==> src/rtl/fetch_decode_queue.sv <==
// Bundle FIFO between the 4-wide fetch stage and decode.
// The oldest bundle falls through to decode; stall_fetch leaves room for bundles still in flight.
module fetch_decode_queue #(
    parameter int DEPTH        = 4,
    parameter int STALL_MARGIN = 1,
    parameter int CNT_W        = 3
) (
    input  logic             clk,
    input  logic             rst_n,
    input  logic             flush,
    input  logic             in_valid,
    input  logic [63:0]      pc_in,
    input  logic [63:0]      inst_in,
    input  logic [63:0]      recv_pc_in,
    input  logic [3:0]       pred_in,
    input  logic             dec_ready,
    output logic             out_valid,
    output logic [63:0]      pc_out,
    output logic [63:0]      inst_out,
    output logic [63:0]      recv_pc_out,
    output logic [3:0]       pred_out,
    output logic             stall_fetch,
    output logic [CNT_W-1:0] count,
    output logic             overflow
);
    localparam int PTR_W = (DEPTH > 1) ? $clog2(DEPTH) : 1;

    logic [63:0]      pc_mem_q   [DEPTH];
    logic [63:0]      inst_mem_q [DEPTH];
    logic [63:0]      recv_mem_q [DEPTH];
    logic [3:0]       pred_mem_q [DEPTH];

    logic [PTR_W-1:0] wr_ptr_q, wr_ptr_d;
    logic [PTR_W-1:0] rd_ptr_q, rd_ptr_d;
    logic [CNT_W-1:0] count_q, count_d;
    logic             overflow_q, overflow_d;

    logic             full;
    logic             push;
    logic             pop;
    logic [DEPTH-1:0] wr_en;

    assign full      = (count_q == CNT_W'(DEPTH));
    assign out_valid = (count_q != '0);
    assign pop       = out_valid && dec_ready && !flush;
    // A full queue still accepts a bundle when the head leaves in the same cycle.
    assign push      = in_valid && !flush && (!full || pop);

    always_comb begin
        wr_ptr_d   = wr_ptr_q;
        rd_ptr_d   = rd_ptr_q;
        count_d    = count_q;
        overflow_d = overflow_q;
        if (flush) begin
            wr_ptr_d = '0;
            rd_ptr_d = '0;
            count_d  = '0;
        end else begin
            if (push) wr_ptr_d = wr_ptr_q + 1'b1;
            if (pop)  rd_ptr_d = rd_ptr_q + 1'b1;
            case ({push, pop})
                2'b10:   count_d = count_q + 1'b1;
                2'b01:   count_d = count_q - 1'b1;
                default: count_d = count_q;
            endcase
            if (in_valid && full && !pop) overflow_d = 1'b1;
        end
    end

    always_ff @(posedge clk or negedge rst_n) begin
        if (!rst_n) begin
            wr_ptr_q   <= '0;
            rd_ptr_q   <= '0;
            count_q    <= '0;
            overflow_q <= 1'b0;
        end else begin
            wr_ptr_q   <= wr_ptr_d;
            rd_ptr_q   <= rd_ptr_d;
            count_q    <= count_d;
            overflow_q <= overflow_d;
        end
    end

    for (genvar gi = 0; gi < DEPTH; gi++) begin : g_wr_en
        assign wr_en[gi] = push && (wr_ptr_q == PTR_W'(gi));
    end

    // Flush leaves storage alone; only the pointers matter afterwards.
    always_ff @(posedge clk or negedge rst_n) begin
        if (!rst_n) begin
            for (int i = 0; i < DEPTH; i++) begin
                pc_mem_q[i]   <= '0;
                inst_mem_q[i] <= '0;
                recv_mem_q[i] <= '0;
                pred_mem_q[i] <= '0;
            end
        end else begin
            for (int i = 0; i < DEPTH; i++) begin
                if (wr_en[i]) begin
                    pc_mem_q[i]   <= pc_in;
                    inst_mem_q[i] <= inst_in;
                    recv_mem_q[i] <= recv_pc_in;
                    pred_mem_q[i] <= pred_in;
                end
            end
        end
    end

    assign pc_out      = pc_mem_q[rd_ptr_q];
    assign inst_out    = inst_mem_q[rd_ptr_q];
    assign recv_pc_out = recv_mem_q[rd_ptr_q];
    assign pred_out    = pred_mem_q[rd_ptr_q];

    assign stall_fetch = (count_q >= CNT_W'(DEPTH - STALL_MARGIN));
    assign count       = count_q;
    assign overflow    = overflow_q;
endmodule

==> config.mk <==
export PLATFORM = sky130hd
export DESIGN_NAME = fetch_decode_queue
export DESIGN_NICKNAME = d
export VERILOG_FILES = /design/src/rtl/fetch_decode_queue.sv
export SDC_FILE = /design/constraint.sdc
export NUM_CORES = 1
export LEC_CHECK = 0
export CAP_MARGIN = 30
export CORE_MARGIN = 8
export CORE_UTILIZATION = 50
export CTS_CLUSTER_DIAMETER = 30
export DETAILED_ROUTE_END_ITERATION = 10
export PLACE_DENSITY = 0.72
export SYNTH_ARGS = -nofsm -noshare
export SYNTH_HDL_FRONTEND = slang
export SYNTH_SLANG_ARGS = --single-unit
==> constraint.sdc <==
create_clock -name clk -period 3.2 [get_ports clk]
set_clock_uncertainty 0.2 [all_clocks]
set_input_delay 0.64 -clock clk [delete_from_list [all_inputs] [get_ports clk]]
set_output_delay 0.64 -clock clk [all_outputs]
set_load 0.02 [all_outputs]
==> results_dict.tcl <==
set metrics [dict create \
    critPathArrivalTime_ns 2.43 \
    syn_area_mm2 0.0346 \
    row_count 96 \
    layout_min_cycle_time_ns 3.27 \
    crit_path_start_kind "flop" \
    leakagePower_uw 0.0208 \
    rr_startpoint "count[0]" \
    ys_types 38 \
    worstSkewPairLatency_ns 0.71 \
    r2r-end "pc_mem_q[95]" \
    power_density_mw_per_mm2 857 \
    area.growth.synth_to_final_pct 34.5 \
    max_freq_ghz 0.305 \
    grt_first_pass_wirelength_um 138000 \
    antenna_found_initial 14 \
    hold_end "overflow" \
    min_path_cells 1 \
    dp.cells 3284 \
    start_util 0.504 \
    worst_slew_pin_slew_ns 0.838 \
    final_cells 3640 \
    worstHoldStart "overflow" \
    fin_ws_ns -0.0736 \
    avgSynthCellArea_um2 17.6 \
    synth_edf_count 0 \
    clk_path_buf_depth 3 \
    io_buffers 402 \
    dr.pass1.iters 5 \
    setup_violations 37 \
    netlist_top_cells_area "dfrtp_1 (57%), mux2_1 (13%), mux4_2 (13%)" \
    maxSlewHeadroom 0.442 \
    die_area_mm2 0.0778 \
    critPathMaxFanout 8 \
    max_stage_delay_ns 0.51 \
    drive_gt1_frac 0.461 \
    syn_inst 1960 \
    ys.flop_type "dfrtp_1" \
    drv_slew 0 \
    yosysTopAreaCell "dfrtp_1" \
    finalCritPeriodShare 1.02 \
    die_w_um 279 \
    drc 0 \
    root_buffer "clkbuf_16" \
    grt_max_degree 83 \
    critPathSlowestCell "dfrtp_4" \
    path_cells "buf_16 > buf_8 > buf_6 > clkbuf_16 > mux4_2 > buf_6" \
    fp.dieH_um 279 \
    numClockSinks 792 \
    wirelength_um 88800 \
    finalHoldViolCount 0 \
    synth_seq_cells 792 \
    clkTransAtPathRegs_ns 0.05 \
    grt_overflow 0 \
    grt_pass1_vias 23100 \
    rsz0062_at_grt "yes" \
    hold_class "flop to flop" \
    numCtsBuffers 158 \
    crit_top_cell "buf_6" \
    violations "negative setup slack" \
    viasPerCell 5.57 \
    synth_top_area_frac 0.573 \
    io_pins 403 \
    vias 20300 \
    reg2regPathDepth 5 \
    final_common_cell "dfrtp_1" \
    tns_ns -1.21 \
    cts_tree "built" \
    wl_per_cell_um 24.4 \
    ir_drop_uv 624 \
    mostFrequentLayoutCells "dfrtp_1 (789), mux2_1 (400), mux2_2 (384)" \
    routabilityCongestion 0.786 \
    cp-end-kind "output pin" \
    core_mm2 0.0686 \
    gr-usage-all-layers 0.227 \
    criticalPathCategory "flop to output pin" \
    cap_viol_max_count 0 \
    ant_nets 0 \
    ctsHtreeMaxLevel 4 \
    hpwl_um 58000 \
    ys_seq_area_frac 0.573 \
    synthArstFlopShare 1.00 \
    drtIter0Drc 850 \
    nNetsFinal 2774 \
    status "finished, violations left" \
    reg2reg_slack_ns 0.57 \
    ys.warnings.count 0 \
    syn_nets 2166 \
    cp.required_ns 2.36 \
]
metal layers:
metal / part of all wire / GRT usage / vias up
met3: 0.054 / 0.0558 / 143
met2: 0.52 / 0.388 / 528
li1: - / - / 8675
met4: 0.020 / 0.0693 / 8
met1: 0.41 / 0.285 / 10900
met5: 0.00061 / 0 / -
cell usage after synthesis, types with 3 or more instances:
| cell type | n |
|---|---|
| buf_6 | 62 |
| buf_1 | 9 |
| clkbuf_1 | 21 |
| buf_2 | 20 |
| mux4_2 | 196 |
| dfrtp_1 | 792 |
| nor2_1 | 5 |
| nand2b_1 | 3 |
| inv_1 | 4 |
| buf_4 | 21 |
| nand3_4 | 4 |
| ha_1 | 4 |
| nand2_1 | 3 |
| mux2_2 | 384 |
| mux2_1 | 400 |
| buf_8 | 3 |
stage by stage:
step	util	total power (uW)	hold WS, ns	area [um2]	worst slack, ns
final	0.678	39900	0.270	46500	-0.0736
after global placement	0.590	22800	0.255	40500	0.0573
after CTS	0.672	39700	0.280	46100	-0.251
after detailed placement	0.590	23400	0.264	40500	0.0298
after global routing	0.678	41500	0.288	46500	-0.160
after floorplan	-	19400	0.144	34600	0.612
worst max-delay path by stage:
stage | slack (ns) | from | to | cells past startpoint
after floorplan | 0.61 | rd_ptr_q[0] | recv_pc_out[33] | 4
after global placement | 0.06 | dec_ready | pc_mem_q[95] | 6
after detailed placement | 0.03 | dec_ready | pc_mem_q[98] | 6
after CTS | -0.25 | rd_ptr_q[0] | recv_pc_out[54] | 4
after global routing | -0.16 | rd_ptr_q[0] | pc_out[17] | 6
final | -0.07 | rd_ptr_q[0] | pc_out[19] | 6
report_power, final:
group          switching [uW]  internal (uW)
registers                1400          12800
clock network            5590          10900
logic                    4050           5100
state kept, by name, indices dropped and copies added (netlist names):
name / count
rd_ptr_q: 2
overflow: 1
pc_mem_q: 256
count: 3
pred_mem_q: 16
recv_mem_q: 256
wr_ptr_q: 2
inst_mem_q: 256
cell families (layout without fill, tap and decap cells):
logic type                 Yosys count  after routing  share of synthesized area
DFF                                792            792                      0.573
buffers and inverters              140            879                     0.0326
and+or+nand+nor                     23             23                    0.00496
AOI/OAI and AO/OA                   15             15                    0.00311
muxes                              982            982                      0.383
adders and majority gates            5              5                    0.00203
other                                0             10                          0
xor gates and xnor gates             3              3                   0.000760
final cells by class:
class,instances,area [um2]
Timing Repair Buffer,584,6350
Clock inverter,98,1200
Inverter,4,15.0
Fill cell,4474,22100
Antenna cell,10,25.0
Clock buffer,193,4300
Tap cell,931,1160
Multi-Input combinational cell,1028,13600
Sequential cell,792,19800
worst max-delay path, delay by kind of cell (launching register included):
| kind | cells | cell delay (ns) |
|---|---|---|
| buffers and inverters | 5 | 0.75 |
| DFF | 1 | 0.51 |
| muxes | 1 | 0.45 |
timing repair:
action	in CTS	in global routing
cloned	2	13
pin swaps	0	0
setup endpoints to repair	196	188
buffers inserted	9	33
hold endpoints to repair	53	0
hold buffers	1	0
gates resized for setup	430	582
(Power assumes the default switching activity.)
